**src/rtl/uoram_datapath_mc_pkg.sv**
```systemverilog
`default_nettype none
// ============================================================================
// Module      : uoram_datapath_mc_pkg
// Description : Shared encodings and derivations for the multi-channel
//               unified-ORAM frontend data path.
// Revision    : 1.0  initial release
// ============================================================================
package uoram_datapath_mc_pkg;

    localparam logic [1:0] c_KindPosMap = 2'd0;
    localparam logic [1:0] c_KindRead   = 2'd1;
    localparam logic [1:0] c_KindWrite  = 2'd2;
    localparam logic [1:0] c_KindFake   = 2'd3;

    // Widest chunk the fake-data builder can produce; callers truncate.
    localparam int c_FakeMaxW = 1024;

    typedef enum logic [2:0] {
        ST_IDLE  = 3'd0,
        ST_PMAP  = 3'd1,
        ST_READ  = 3'd2,
        ST_WRITE = 3'd3,
        ST_FAKE  = 3'd4
    } state_t;

    function automatic int chWidth(input int numCh);
        return (numCh > 1) ? $clog2(numCh) : 1;
    endfunction

    function automatic int leafInBlock(input int bChunks, input int fedWidth, input int leafWidth);
        return (bChunks * fedWidth) / leafWidth;
    endfunction

    function automatic logic [c_FakeMaxW-1:0] fakeData(input logic [31:0] pattern);
        logic [c_FakeMaxW-1:0] w_word;
        for (int i = 0; i < c_FakeMaxW / 32; i++) begin
            w_word[i*32 +: 32] = pattern;
        end
        return w_word;
    endfunction

endpackage
`default_nettype wire

```
**src/rtl/uoram_datapath_mc_funnel.sv**
```systemverilog
`default_nettype none
// ============================================================================
// Module      : uoram_width_funnel
// Description : Ready/valid width converter, IWidth -> OWidth, LSB-first in
//               both the packing and the unpacking direction.
// Revision    : 1.0  initial release
// ============================================================================
module uoram_width_funnel #(
    parameter int IWidth = 64,
    parameter int OWidth = 32
) (
    input  logic              Clock,
    input  logic              Reset,
    input  logic              InValid,
    output logic              InReady,
    input  logic [IWidth-1:0] InData,
    output logic              OutValid,
    input  logic              OutReady,
    output logic [OWidth-1:0] OutData
);

    generate
        if (IWidth >= OWidth) begin : g_unpack
            localparam int c_Ratio = IWidth / OWidth;
            localparam int c_CntW  = $clog2(c_Ratio + 1);

            logic [IWidth-1:0] r_buf;
            logic [c_CntW-1:0] r_cnt;

            assign InReady  = (r_cnt == '0);
            assign OutValid = (r_cnt != '0);
            assign OutData  = r_buf[OWidth-1:0];

            always_ff @(posedge Clock or negedge Reset) begin
                if (!Reset) begin
                    r_buf <= '0;
                    r_cnt <= '0;
                end else if (InValid && InReady) begin
                    r_buf <= InData;
                    r_cnt <= c_CntW'(c_Ratio);
                end else if (OutValid && OutReady) begin
                    r_buf <= r_buf >> OWidth;
                    r_cnt <= r_cnt - 1'b1;
                end
            end
        end else begin : g_pack
            localparam int c_Ratio = OWidth / IWidth;
            localparam int c_CntW  = $clog2(c_Ratio + 1);

            logic [OWidth-1:0] r_buf;
            logic [c_CntW-1:0] r_cnt;
            logic [OWidth-1:0] w_ext;

            // New words enter at the top and shift down, so the first lands in the LSBs.
            assign w_ext    = OWidth'(InData);
            assign InReady  = (r_cnt != c_CntW'(c_Ratio));
            assign OutValid = (r_cnt == c_CntW'(c_Ratio));
            assign OutData  = r_buf;

            always_ff @(posedge Clock or negedge Reset) begin
                if (!Reset) begin
                    r_buf <= '0;
                    r_cnt <= '0;
                end else if (InValid && InReady) begin
                    r_buf <= (r_buf >> IWidth) | (w_ext << (OWidth - IWidth));
                    r_cnt <= r_cnt + 1'b1;
                end else if (OutValid && OutReady) begin
                    r_cnt <= '0;
                end
            end
        end
    endgenerate

endmodule
`default_nettype wire

```
**src/rtl/uoram_datapath_mc.sv**
```systemverilog
`default_nettype none
// ============================================================================
// Module      : uoram_datapath_mc
// Description : Unified-ORAM frontend data path steering backend chunks to a
//               selected client channel or to the PLB evict/refill funnels.
// Revision    : 1.0  initial release
// ============================================================================
module uoram_datapath_mc
    import uoram_datapath_mc_pkg::*;
#(
    parameter  int          FEDWidth    = 64,
    parameter  int          LeafWidth   = 32,
    parameter  int          BChunks     = 8,
    parameter  int          NumCh       = 4,
    parameter  logic [31:0] FakePattern = 32'hDEADBEEF,
    localparam int          ChW         = chWidth(NumCh),
    localparam int          LeafInBlock = leafInBlock(BChunks, FEDWidth, LeafWidth)
) (
    input  logic                      Clock,
    input  logic                      Reset,
    input  logic                      SwitchReq,
    input  logic [1:0]                ReqKind,
    input  logic [ChW-1:0]            ReqCh,
    output logic                      Busy,
    output logic                      Error,
    input  logic [NumCh-1:0]          ChInValid,
    output logic [NumCh-1:0]          ChInReady,
    input  logic [NumCh*FEDWidth-1:0] ChInData,
    output logic [NumCh-1:0]          ChRetValid,
    input  logic [NumCh-1:0]          ChRetReady,
    output logic [FEDWidth-1:0]       ChRetData,
    input  logic                      EvictValid,
    input  logic [LeafWidth-1:0]      EvictData,
    output logic                      EvictEmpty,
    output logic                      RefillValid,
    input  logic                      RefillReady,
    output logic [LeafWidth-1:0]      RefillData,
    output logic                      StoreValid,
    input  logic                      StoreReady,
    output logic [FEDWidth-1:0]       StoreData,
    input  logic                      LoadValid,
    output logic                      LoadReady,
    input  logic [FEDWidth-1:0]       LoadData
);

    localparam int                  c_CntW = $clog2(BChunks + 1);
    localparam int                  c_PtrW = $clog2(LeafInBlock);
    localparam int                  c_OccW = $clog2(LeafInBlock + 1);
    localparam logic [c_CntW-1:0]   c_Full = c_CntW'(BChunks);
    localparam logic [FEDWidth-1:0] c_Fake = FEDWidth'(fakeData(FakePattern));

    state_t              r_state, w_nextState;
    logic [ChW-1:0]      r_ch;
    logic [c_CntW-1:0]   r_stCnt, r_ldCnt;
    logic                r_error;
    logic                w_stOpen, w_ldOpen, w_done, w_errSet;
    logic                w_storeFire, w_ldFire;
    logic [NumCh-1:0]    w_chSel;
    logic [FEDWidth-1:0] w_chData;

    // Evict staging register and FIFO
    logic                 r_evValid;
    logic [LeafWidth-1:0] r_evData;
    logic [LeafWidth-1:0] r_mem [LeafInBlock];
    logic [c_PtrW-1:0]    r_wrPtr, r_rdPtr;
    logic [c_OccW-1:0]    r_occ;
    logic                 w_fifoFull, w_fifoEmpty, w_push, w_pop, w_dropLeaf;

    logic                w_evFunInValid, w_evFunInReady, w_evFunValid, w_evFunOutReady;
    logic [FEDWidth-1:0] w_evFunData;
    logic                w_refInValid, w_refInReady;

    assign w_stOpen = (r_stCnt < c_Full);
    assign w_ldOpen = (r_ldCnt < c_Full);
    assign w_chSel  = NumCh'(1) << r_ch;
    assign w_chData = ChInData[r_ch*FEDWidth +: FEDWidth];

    assign Busy       = (r_state != ST_IDLE);
    assign Error      = r_error;
    assign EvictEmpty = w_fifoEmpty;

    always_comb begin
        w_nextState = r_state;
        w_done      = 1'b0;
        case (r_state)
            ST_IDLE: begin
                if (SwitchReq) begin
                    case (ReqKind)
                        c_KindPosMap: w_nextState = ST_PMAP;
                        c_KindRead:   w_nextState = ST_READ;
                        c_KindWrite:  w_nextState = ST_WRITE;
                        default:      w_nextState = ST_FAKE;
                    endcase
                end
            end
            ST_PMAP:  w_done = !w_stOpen && !w_ldOpen;
            ST_READ:  w_done = !w_ldOpen;
            ST_WRITE: w_done = !w_stOpen;
            ST_FAKE:  w_done = !w_stOpen && !w_ldOpen;
            default:  w_nextState = ST_IDLE;
        endcase
        if (w_done) begin
            w_nextState = ST_IDLE;
        end
    end

    // Every valid is gated by its counter, so counts saturate at BChunks.
    always_comb begin
        StoreValid      = 1'b0;
        StoreData       = '0;
        LoadReady       = 1'b0;
        ChInReady       = '0;
        ChRetValid      = '0;
        ChRetData       = '0;
        w_evFunOutReady = 1'b0;
        w_refInValid    = 1'b0;
        w_ldFire        = 1'b0;
        case (r_state)
            ST_PMAP: begin
                StoreValid      = w_evFunValid && w_stOpen;
                StoreData       = w_evFunData;
                w_evFunOutReady = StoreReady && w_stOpen;
                LoadReady       = w_refInReady && w_ldOpen;
                w_refInValid    = LoadValid && w_ldOpen;
                w_ldFire        = LoadValid && LoadReady;
            end
            ST_READ: begin
                ChRetValid = w_chSel & {NumCh{LoadValid && w_ldOpen}};
                ChRetData  = LoadData;
                LoadReady  = ChRetReady[r_ch] && w_ldOpen;
                w_ldFire   = LoadValid && LoadReady;
            end
            ST_WRITE: begin
                StoreValid = ChInValid[r_ch] && w_stOpen;
                StoreData  = w_chData;
                ChInReady  = w_chSel & {NumCh{StoreReady && w_stOpen}};
            end
            ST_FAKE: begin
                StoreValid = w_stOpen;
                StoreData  = c_Fake;
                ChRetValid = w_chSel & {NumCh{w_ldOpen}};
                ChRetData  = c_Fake;
                w_ldFire   = w_ldOpen && ChRetReady[r_ch];
            end
            default: ;
        endcase
    end

    assign w_storeFire = StoreValid && StoreReady;

    assign w_errSet = (SwitchReq && (r_state != ST_IDLE)) || w_dropLeaf ||
                      (LoadValid && ((r_state == ST_IDLE) || (r_state == ST_WRITE) || (r_state == ST_FAKE))) ||
                      (LoadValid && ((r_state == ST_READ) || (r_state == ST_PMAP)) && !w_ldOpen);

    always_ff @(posedge Clock or negedge Reset) begin
        if (!Reset) begin
            r_state <= ST_IDLE;
            r_ch    <= '0;
            r_stCnt <= '0;
            r_ldCnt <= '0;
            r_error <= 1'b0;
        end else begin
            r_state <= w_nextState;
            r_error <= r_error | w_errSet;
            if ((r_state == ST_IDLE) && SwitchReq) begin
                r_ch <= ReqCh;
            end
            if (w_done) begin
                r_stCnt <= '0;
                r_ldCnt <= '0;
            end else begin
                if (w_storeFire) r_stCnt <= r_stCnt + 1'b1;
                if (w_ldFire)    r_ldCnt <= r_ldCnt + 1'b1;
            end
        end
    end

    // Leaves only drain into the funnel during PMAP, so the FIFO alone bounds capacity.
    assign w_fifoFull     = (r_occ == c_OccW'(LeafInBlock));
    assign w_fifoEmpty    = (r_occ == '0);
    assign w_push         = r_evValid && !w_fifoFull;
    assign w_dropLeaf     = r_evValid && w_fifoFull;
    assign w_evFunInValid = !w_fifoEmpty && (r_state == ST_PMAP);
    assign w_pop          = w_evFunInValid && w_evFunInReady;

    always_ff @(posedge Clock or negedge Reset) begin
        if (!Reset) begin
            r_evValid <= 1'b0;
            r_evData  <= '0;
            r_wrPtr   <= '0;
            r_rdPtr   <= '0;
            r_occ     <= '0;
        end else begin
            r_evValid <= EvictValid;
            r_evData  <= EvictData;
            if (w_push) begin
                r_wrPtr <= (r_wrPtr == c_PtrW'(LeafInBlock - 1)) ? '0 : r_wrPtr + 1'b1;
            end
            if (w_pop) begin
                r_rdPtr <= (r_rdPtr == c_PtrW'(LeafInBlock - 1)) ? '0 : r_rdPtr + 1'b1;
            end
            case ({w_push, w_pop})
                2'b10:   r_occ <= r_occ + 1'b1;
                2'b01:   r_occ <= r_occ - 1'b1;
                default: ;
            endcase
        end
    end

    always_ff @(posedge Clock) begin
        if (w_push) begin
            r_mem[r_wrPtr] <= r_evData;
        end
    end

    uoram_width_funnel #(
        .IWidth (LeafWidth),
        .OWidth (FEDWidth)
    ) u_evictFunnel (
        .Clock    (Clock),
        .Reset    (Reset),
        .InValid  (w_evFunInValid),
        .InReady  (w_evFunInReady),
        .InData   (r_mem[r_rdPtr]),
        .OutValid (w_evFunValid),
        .OutReady (w_evFunOutReady),
        .OutData  (w_evFunData)
    );

    uoram_width_funnel #(
        .IWidth (FEDWidth),
        .OWidth (LeafWidth)
    ) u_refillFunnel (
        .Clock    (Clock),
        .Reset    (Reset),
        .InValid  (w_refInValid),
        .InReady  (w_refInReady),
        .InData   (LoadData),
        .OutValid (RefillValid),
        .OutReady (RefillReady),
        .OutData  (RefillData)
    );

endmodule
`default_nettype wire

```
**config.mk**
```make
export PLATFORM = sky130hd
export DESIGN_NAME = uoram_datapath_mc
export DESIGN_NICKNAME = d
export VERILOG_FILES = /design/src/rtl/uoram_datapath_mc_pkg.sv /design/src/rtl/uoram_datapath_mc_funnel.sv /design/src/rtl/uoram_datapath_mc.sv
export SDC_FILE = /design/constraint.sdc
export NUM_CORES = 1
export LEC_CHECK = 0
export CORE_ASPECT_RATIO = 1.1
export CORE_MARGIN = 4
export CORE_UTILIZATION = 40
export CTS_CLUSTER_SIZE = 24
export DETAILED_ROUTE_END_ITERATION = 6
export PLACE_DENSITY = 0.62
export SKIP_LAST_GASP = 1
export SLEW_MARGIN = 30
export SYNTH_ARGS = -nofsm -noshare
export SYNTH_HDL_FRONTEND = slang
export SYNTH_SLANG_ARGS = --single-unit
export TNS_END_PERCENT = 10
```
**constraint.sdc**
```tcl
create_clock -name Clock -period 5.4 [get_ports Clock]
set_clock_uncertainty 0.2 [all_clocks]
set_input_delay 1.08 -clock Clock [delete_from_list [all_inputs] [get_ports Clock]]
set_output_delay 1.08 -clock Clock [all_outputs]
set_load 0.005 [all_outputs]
```
=== After elaboration in Yosys (flattened, before gate mapping) ===
Memory sizes are Yosys's and may differ from the RTL's.
Cells that the tools add are included.

* Register bits after elaboration: 192
* Memory bits (writable): 512
* Input bits: 371
* Output and inout port bits: 174
* Word-level logic and storage cells: 127
* Memories kept: 1

{| class="wikitable"
|+ Memories
! memory !! words !! bits a word !! read ports !! clocked after Yosys merged registers in !! write ports !! line !! RTL
|-
| r_mem || 16 || 32 || 1 || 0 || 1 || uoram_datapath_mc.sv:64 || <nowiki>logic [LeafWidth-1:0] r_mem [LeafInBlock];</nowiki>
|}

* $add $sub $neg: 8
* Order comparisons: 3
* Equality and inequality tests: 15
* Shift-type cells: 2
* Mux-type cells: 33
* Bitwise operators: 5
* Reductions and logical operators: 46

{| class="wikitable"
|+ Operators by type and width
! cell !! number
|-
| $shiftx 256x9->64 || 1
|-
| $pmux 64 s3 || 1
|-
| $mux 64 || 2
|-
| $pmux 64 s2 || 1
|-
| $or 32x64->64 || 1
|-
| $mux 4 || 7
|-
| $logic_and 1x1->1 || 22
|-
| $add 4x1->4 const B || 4
|-
| $and 4x4->4 || 3
|-
| $reduce_bool 2->1 || 6
|-
| $pmux 5 s2 || 1
|-
| $pmux 1 s3 || 3
|-
| $pmux 3 s3 || 1
|-
| $eq 4x4->1 const B || 2
|-
| $lt 4x4->1 const B || 2
|-
| $mux 2 || 4
|-
| $pmux 4 s2 || 1
|-
| $eq 2x2->1 const B || 3
|-
| $eq 3x2->1 const B || 2
|-
| $logic_or 1x1->1 || 6
|-
| $mux 1 || 6
|-
| $mux 3 || 2
|-
| $pmux 3 s2 || 1
|-
| $add 5x1->5 const B || 1
|-
| other kinds (23) || 29
|}

=== Depth between registers and ports, before layout ===
Gate-level depths: netlist of the first run.

* Depth in word-level cells: 7
* Gate-level depth with buffers: 15
* Gate-level depth less buffers: 12

=== Cells and area by module ===
A second synthesis of the first run with hierarchy kept.

* Cell total of the unflattened synthesis: 2131
* Area, all modules: 31227.4 sq um

{| class="wikitable"
|+ By module, submodules not included
! module !! times used !! cells an instance !! area an instance (sq um) !! seq. area each (sq um)
|-
| uoram_datapath_mc || 1 || 1593 || 25303.0 || 16876.2
|-
| uoram_width_funnel at u_refillFunnel || 1 || 254 || 3379.5 || 1651.6
|-
| uoram_width_funnel at u_evictFunnel || 1 || 284 || 2544.9 || 1651.6
|}

=== Least setup slack after synthesis of the first run ===
No wires, ideal clock.

* Path type: register to register
* From: reg r_occ[1]
* To: mem r_mem[3][0], enable pin
* Setup time: 0.461 ns
* Data arrival time: 3.481 ns
* Required time: 4.739 ns
* Setup slack: 1.257 ns
* Cell stages (with the launch flop): 8
* Path buffers: 2
* Clock period less this slack: 4.143 ns
* Path through: dfrtp_1 > clkbuf_1 > nor4_1 > nand2_1 > and2_1 > clkbuf_1 > nand2_1 > nor3_1

* Cells in the longest elaborated chain, start to end: 5

{| class="wikitable"
|+ Ends and longest elaborated chain
! element !! line !! RTL
|-
| from (decl) || uoram_datapath_mc.sv:66 || <nowiki>logic [c_OccW-1:0] r_occ;</nowiki>
|-
| from (signal assigned) || uoram_datapath_mc.sv:203 || <nowiki>2'b10: r_occ <= r_occ + 1'b1;</nowiki>
|-
| from (signal assigned) || uoram_datapath_mc.sv:204 || <nowiki>2'b01: r_occ <= r_occ - 1'b1;</nowiki>
|-
| $eq 5x5->1 || uoram_datapath_mc.sv:179 || <nowiki>assign w_fifoFull = (r_occ == c_OccW'(LeafInBlock));</nowiki>
|-
| $logic_not 1->1 || uoram_datapath_mc.sv:181 || <nowiki>assign w_push = r_evValid && !w_fifoFull;</nowiki>
|-
| $logic_and 1x1->1 || uoram_datapath_mc.sv:181 ||
|-
| $mux 1 || uoram_datapath_mc.sv:211 || <nowiki>if (w_push) begin</nowiki>
|-
| $mux 1 (not written as such) || uoram_datapath_mc.sv:212 || <nowiki>r_mem[r_wrPtr] <= r_evData;</nowiki>
|-
| to (decl) || uoram_datapath_mc.sv:64 ||
|}

Every way passes these cells.

=== Worst setup path after layout of the first run ===
* From: reg r_state[2]
* To: out StoreData[55]

* Cells in the longest elaborated chain, start to end: 2
* Elaborated cells on any way between the ends: 4
* Those cells by class: 3 x eq/ne; 1 x mux

{| class="wikitable"
|+ Ends and longest elaborated chain
! element !! line !! RTL
|-
| from (decl) || uoram_datapath_mc.sv:52 || <nowiki>state_t r_state, w_nextState;</nowiki>
|-
| from (signal assigned) || uoram_datapath_mc.sv:163 || <nowiki>r_state <= w_nextState;</nowiki>
|-
| $eq 3x3->1, or another cell as far along || uoram_datapath_mc.sv:118 || <nowiki>case (r_state)</nowiki>
|-
| $pmux 64 s3 * || uoram_datapath_mc.sv:118 ||
|-
| to (decl) || uoram_datapath_mc.sv:40 || <nowiki>output logic [FEDWidth-1:0] StoreData,</nowiki>
|}

Every way passes the cells marked *; elsewhere a longest branch is shown, timed or not.

==> results.md, run 1 <==
- Slew Viols, Final: 0
- Yosys warnings: 0
- First-pass GRT wire length: 136100 um
- Setup TNS Final: 0 ps
- Vias in the first global route: 19.23k
- Largest net degree at the start of global routing: 98
- Crit start category: register
- Post-CTS sizing: 0
- Top FF cell, synth: edfxtp_1
- Clk buf depth: 3
- Worst path required time: 4120 ps
- CTS sink count: 704
- Starting Density: 40.44%
- Hold WS: 221.3 ps
- Clk_lat worst skew: 620 ps
- Global Route Usage Sum: 23.12%
- Worst slack, placed: 1109 ps
- Post-CTS Setup Bufs: 0
- Nets: 2673
- RSZ-0062 raised after global routing: false
- Highest clock rate: 215.8 MHz
- Starting DRT DRC Count: 1632
- Cell Rows: 105
- Lkg Pwr: 13.89 nW
- Status: finished clean
- Layout cell share with drive strength beyond 1: 18.97%
- Register area share after synthesis: 66.63%
- Kind of end point of the critical path: output port
- Crit share post-route: 85.80%
- Gpl congestion: 0.8953
- Post-Syn Instances: 1788
- Io pins: 545
- Final Hold Viols: 0
- Total gr overflow: 0
- Mapped Avg Cell Area: 16.94 um^2
- Register clock-pin slew on the reported worst setup and hold paths: 60 ps
- Total CTS buffers: 73
- Area Growth Syn to Fin: 29.06%
- Slew headroom: 38.11%
- Core area: 74880 um^2
- Yosys cell types: 49
- Actual slew at the worst max-slew pin: 926.1 ps
- Cell taking the most area after synthesis: edfxtp_1
- Clock root cell: clkbuf_16
- Initial antenna violation count: 10
- Die W: 270.4 um
- Area share of the largest cell type after synthesis: 50.77%
- Dpl cell area: 36620 um^2
- Pwr Density: 519.8 nW/um^2
- Most frequent cells in the layout: 543 x clkdlybuf4s50_1, 512 x edfxtp_1, 226 x mux4_2, 200 x nand2_1, 185 x dfrtp_1
- Port bufs: 544
- CTS H-Tree Depth: 3
- 1st-pass router iterations: 5
- Die height: 296.6 um
- Post-DP HPWL: 61740 um
- # hold bufs at CTS: 0
- Die area: 80180 um^2
- Yosys reg bits: 704
- DRT Wirelength: 95280 um
- Wire per inst: 28.75 um
- MaxCap Viol Count: 0
- Post-synth EDFFs: 512
- Mapped cell area: 30290 um^2
- Most common cell after layout, fill and taps aside: clkdlybuf4s50_1
- CP Class: register to output port
- Post-route design area: 39090 um^2
- TritonCTS clock tree: built
- Post-placement cell count: 3173
- Final non-filler cell total: 3314
- Hold WC Path Type: input pin to asynchronous set/reset pin
- Syn Nets: 2175
- Fin crit period: 4633 ps
- Peak fanout along the critical path: 48
- DRC viols: 0
- Via-to-Cell Ratio: 5.613
- Post-Route Utilization: 52.20%
- Total power draw: 20.32 mW
- Top post-synthesis cells by area: edfxtp_1 51%, mux4_2 17%, dfrtp_1 16%
- Routed Antenna Nets: 0
- Crit path arrival time: 3350 ps
- Setup WS post-layout: 767.0 ps
- Ys async rst share: 27.27%
- Maximum vdd ir drop: 0.3227 mV
- Total vias in the final route: 18.60k
- Final setup viols: 0
## final timing paths
| kind | startpoint | end | slack [ps] | cells past startpoint |
|---|---|---|---|---|
| max reg2reg | r_occ[1] | r_occ[4] | 1880 | 12 |
| max | r_state[2] | StoreData[55] | 770 | 5 |
| min | Reset | u_refillFunnel.g_unpack.r_buf[53] | 220 | 1 |
| min reg2reg | u_refillFunnel.g_unpack.r_buf[23] | u_refillFunnel.g_unpack.r_buf[23] | 270 | 2 |
| max in group asynchronous | Reset | r_ch[0] | 3600 | 2 |
| min in group Clock | u_refillFunnel.g_unpack.r_buf[23] | u_refillFunnel.g_unpack.r_buf[23] | 270 | 2 |
## metal layers
layer	wire length, um	part of all wire (%)	global-route usage (%)
met5	13	0.014	0
met2	48340	51	39.57
met1	39040	41	31.15
met4	1435	1.5	5.088
met3	6451	6.8	4.558
## synth_stat cells, types with 8 or more instances
| master | number |
|---|---|
| mux4_2 | 226 |
| nand2b_1 | 8 |
| a21o_1 | 51 |
| mux2i_1 | 20 |
| clkbuf_1 | 85 |
| edfxtp_1 | 512 |
| mux2_2 | 36 |
| and2_1 | 17 |
| nor2_1 | 50 |
| buf_6 | 9 |
| nor3_1 | 8 |
| a21oi_1 | 58 |
| nand2_1 | 200 |
| o21ai_1 | 45 |
| mux2_1 | 34 |
| buf_2 | 23 |
| buf_4 | 32 |
| a22oi_1 | 33 |
| o21ai_0 | 48 |
| buf_1 | 13 |
| inv_1 | 15 |
| dfrtp_1 | 192 |
| ha_1 | 16 |
## registers in the layout, summed over array words and instances, names as in the netlist
signal	count
r_mem	512
r_occ	5
u_refillFunnel.g_unpack.r_cnt	2
r_rdPtr	4
r_ldCnt	4
r_ch	2
r_state	3
u_evictFunnel.g_pack.r_cnt	2
Error	1
r_evData	32
r_stCnt	4
u_refillFunnel.g_unpack.r_buf	64
r_evValid	1
u_evictFunnel.OutData	64
r_wrPtr	4
## critical path, stage by stage (launching register included)
cell and delay [ps]:
dfrtp_1 730, nor2b_4 260, buf_4 470, a21oi_1 70
o21ai_0 470, clkdlybuf4s50_1 740
## where the power goes
group	internal, mW	total, mW	switching, mW
clock network	2.99	5.09	2.10
registers	6.72	7.71	0.987
logic	3.98	7.52	3.53
total	13.7	20.3	6.62
## logic make-up after synthesis
kind of cell / synth area share (%)
adder cells (fa/ha/maj): 0.6610
AO/OA/AOI/OAI: 5.094
buffers and inverters: 2.921
multiplexers: 20.07
AND/OR/NAND/NOR: 4.305
flip-flops: 66.63
XOR/XNOR: 0.3181
## layout make-up
cell class / count / area [um^2]
Antenna cell: 5 / 12.51
Clock buffer: 98 / 2023
Clock inverter: 37 / 410.4
Fill cell: 6084 / 35800
Inverter: 16 / 60.06
Multi-Input combinational cell: 906 / 9335
Sequential cell: 704 / 20200
Tap cell: 963 / 1205
Timing Repair Buffer: 585 / 5837
Note: power is estimated with default switching activity, not from simulation.
==> run 2, diff against run 1 <==
--- a/config.mk
+++ b/config.mk
@@ -5,6 +5,7 @@
 export SDC_FILE = /design/constraint.sdc
 export NUM_CORES = 1
 export LEC_CHECK = 0
+export CAP_MARGIN = 20
 export CORE_ASPECT_RATIO = 1.1
 export CORE_MARGIN = 4
 export CORE_UTILIZATION = 40
==> results of run 2 <==
The final DEF is identical to that of run 1; final timing and power are the same.
==> run 3, diff against run 2 <==
--- a/config.mk
+++ b/config.mk
@@ -12,7 +12,6 @@
 export CTS_CLUSTER_SIZE = 24
 export DETAILED_ROUTE_END_ITERATION = 6
 export PLACE_DENSITY = 0.62
-export SKIP_LAST_GASP = 1
 export SLEW_MARGIN = 30
 export SYNTH_ARGS = -nofsm -noshare
 export SYNTH_HDL_FRONTEND = slang
==> constraint.sdc (replaced) <==
create_clock -name Clock -period 4.74 [get_ports Clock]
set_clock_uncertainty 0.2 [all_clocks]
set_input_delay 0.948 -clock Clock [delete_from_list [all_inputs] [get_ports Clock]]
set_output_delay 0.948 -clock Clock [all_outputs]
set_load 0.005 [all_outputs]
==> results.md, run 3 (same netlist as run 1, synthesis figures left out) <==
- Worst-path cell chain: nor2b_4, buf_4, a21oi_1, o21ai_0, clkdlybuf4s50_1
- First-pass GRT wire length: 134200 um (-1.4%)
- TritonCTS clock tree: built
- Die height: 296.6 um (unchanged)
- Highest clock rate: 223.5 MHz
- Nets: 2687 (+0.52%)
- Initial antenna violation count: 8 (-2)
- Die W: 270.4 um (unchanged)
- Vias in the first global route: 18.87k (-1.9%)
- Lkg Pwr: 14.01 nW (+0.84%)
- Most frequent cells in the layout: 543 x clkdlybuf4s50_1, 512 x edfxtp_1, 226 x mux4_2, 200 x nand2_1, 185 x dfrtp_1
- Pwr Density: 592.5 nW/um^2 (+14%)
- Wire per inst: 28.35 um (-1.4%)
- Maximum vdd ir drop: 0.3153 mV (-2.3%)
- Crit start category: register
- Slew Viols, Final: 0 (unchanged)
- Largest net degree at the start of global routing: 96 (-2.0%)
- Global Route Usage Sum: 22.90% (-0.22 points)
- # hold bufs at CTS: 0 (unchanged)
- Port bufs: 544 (unchanged)
- Slew headroom: 36.43% (-1.7 points)
- Clock root cell: clkbuf_16
- DRC viols: 0 (unchanged)
- Total gr overflow: 0 (unchanged)
- Total power draw: 23.29 mW (+15%)
- Post-Route Utilization: 52.50% (+0.30 points)
- Fin crit period: 4473 ps
- Final setup viols: 0 (unchanged)
- Total CTS buffers: 73 (unchanged)
- Worst path required time: 3590 ps (-530 ps)
- Setup TNS Final: 0 ps (unchanged)
- Max reg flops: 512 (unchanged)
- Final non-filler cell total: 3330 (+0.48%)
- Crit share post-route: 94.37%
- Clk_lat worst skew: 620 ps (about the same)
- Critical path's largest stage delay: 670 ps (-70 ps)
- MaxCap Viol Count: 0 (unchanged)
- CTS sink count: 704 (unchanged)
- CTS H-Tree Depth: 3 (unchanged)
- Gpl congestion: 0.8898 (-0.61%)
- Worst path bufs/invs: 2 (unchanged)
- Crit path arrival time: 3330 ps (-20 ps)
- Critical path's slowest cell: dfrtp_1
- Starting Density: 40.44% (unchanged)
- Actual slew at the worst max-slew pin: 943.6 ps (+17.46 ps)
- Final Hold Viols: 0 (unchanged)
- Io pins: 545 (unchanged)
- Cell Rows: 105 (unchanged)
- Post-placement cell count: 3185 (+0.38%)
- Via-to-Cell Ratio: 5.545 (-1.2%)
- Cell family with most CP delay: buffers and inverters
- Kind of end point of the critical path: output port
- Total vias in the final route: 18.47k (-0.74%)
- Status: finished clean
- Most common cell after layout, fill and taps aside: clkdlybuf4s50_1
- DRT Wirelength: 94400 um (-0.92%)
- Area Growth Syn to Fin: 29.80%
- Hold WC Path Type: register to register
- Die area: 80180 um^2 (unchanged)
- M2 GR Usage: 38.05% (-1.5 points)
- Peak fanout along the critical path: 37 (-23%)
- Starting DRT DRC Count: 1505 (-7.8%)
- Clk buf depth: 3 (unchanged)
- RSZ-0062 raised after global routing: false
- Routed Antenna Nets: 0 (unchanged)
- Post-DP HPWL: 62740 um (+1.6%)
- CP Class: register to output port
- 1st-pass router iterations: 7 (+2)
- Core area: 74880 um^2 (unchanged)
- GR Layer Usage met3: 4.872% (+0.31 points)
- Register clock-pin slew on the reported worst setup and hold paths: 60 ps (about the same)
- Gr busiest metal: met2
- Layout cell share with drive strength beyond 1: 19.65% (+0.68 points)
- M1 GR Usage: 30.44% (-0.71 points)
- Post-CTS sizing: 0 (unchanged)
- Post-CTS Setup Bufs: 0 (unchanged)
- Most flops, register: r_mem
-- run 3: through the flow --
stage / worst slack [ps] / hold slack (ps) / cell area (um^2)
2_1_floorplan: 597.4 / 247.2 / 30290
3_3_place_gp: 641.4 / 259.2 / 36760
3_5_place_dp: 693.7 / 261.6 / 36760
4_1_cts: 234.2 / 255.9 / 39240
5_1_grt: 46.36 / 297.5 / 39310
6_report: 266.6 / 276.5 / 39310
-- run 3: report_power, final --
part / leakage (nW) / internal (mW) / total (mW) / switching, mW
Sequential: 7.01 / 7.66 / 8.66 / 0.999
Clock: 1.21 / 3.40 / 5.81 / 2.41
Combinational: 5.80 / 4.63 / 8.82 / 4.18
Total: 14.0 / 15.7 / 23.3 / 7.59
-- run 3: per-layer routing --
layer | wire [um] | vias to the layer above
li1 | - | 7965
met1 | 38030 | 9672
met2 | 47080 | 718
met3 | 6594 | 110
met4 | 2697 | 0
met5 | 0 | -
-- run 3: worst reg2reg max path, delay by kind of cell (launching register included) --
| family | cells | cell delay (ps) |
|---|---|---|
| buf+inv | 2 | 210 |
| flops | 1 | 460 |
| compound gates | 3 | 580 |
| fa+ha+maj | 2 | 560 |
| xor+xnor | 2 | 260 |
| simple gates | 3 | 1140 |
-- run 3: path summary, 6_finish.rpt --
check	slack (ps)	startpoint	to	cells after the start
worst max-delay path	270	r_state[0]	StoreData[59]	5
worst min register to register	280	u_refillFunnel.g_unpack.r_buf[18]	u_refillFunnel.g_unpack.r_buf[18]	2
worst max register to register	1240	r_occ[1]	r_occ[4]	12
max in group asynchronous	2580	Reset	u_refillFunnel.g_unpack.r_buf[46]	4
min in group asynchronous	580	Reset	r_evData[28]	2
worst min-delay path	280	u_refillFunnel.g_unpack.r_buf[18]	u_refillFunnel.g_unpack.r_buf[18]	2
-- run 3: area by class of cell --
type | instances | area [um^2]
diodes | 6 | 15.01
clock buffers | 95 | 1999
clock inverters | 41 | 475.5
fillers | 5984 | 35570
inverters | 16 | 60.06
multi-input cells | 906 | 9330
flip-flops and latches | 704 | 20200
well taps | 963 | 1205
repair buffers | 599 | 6023
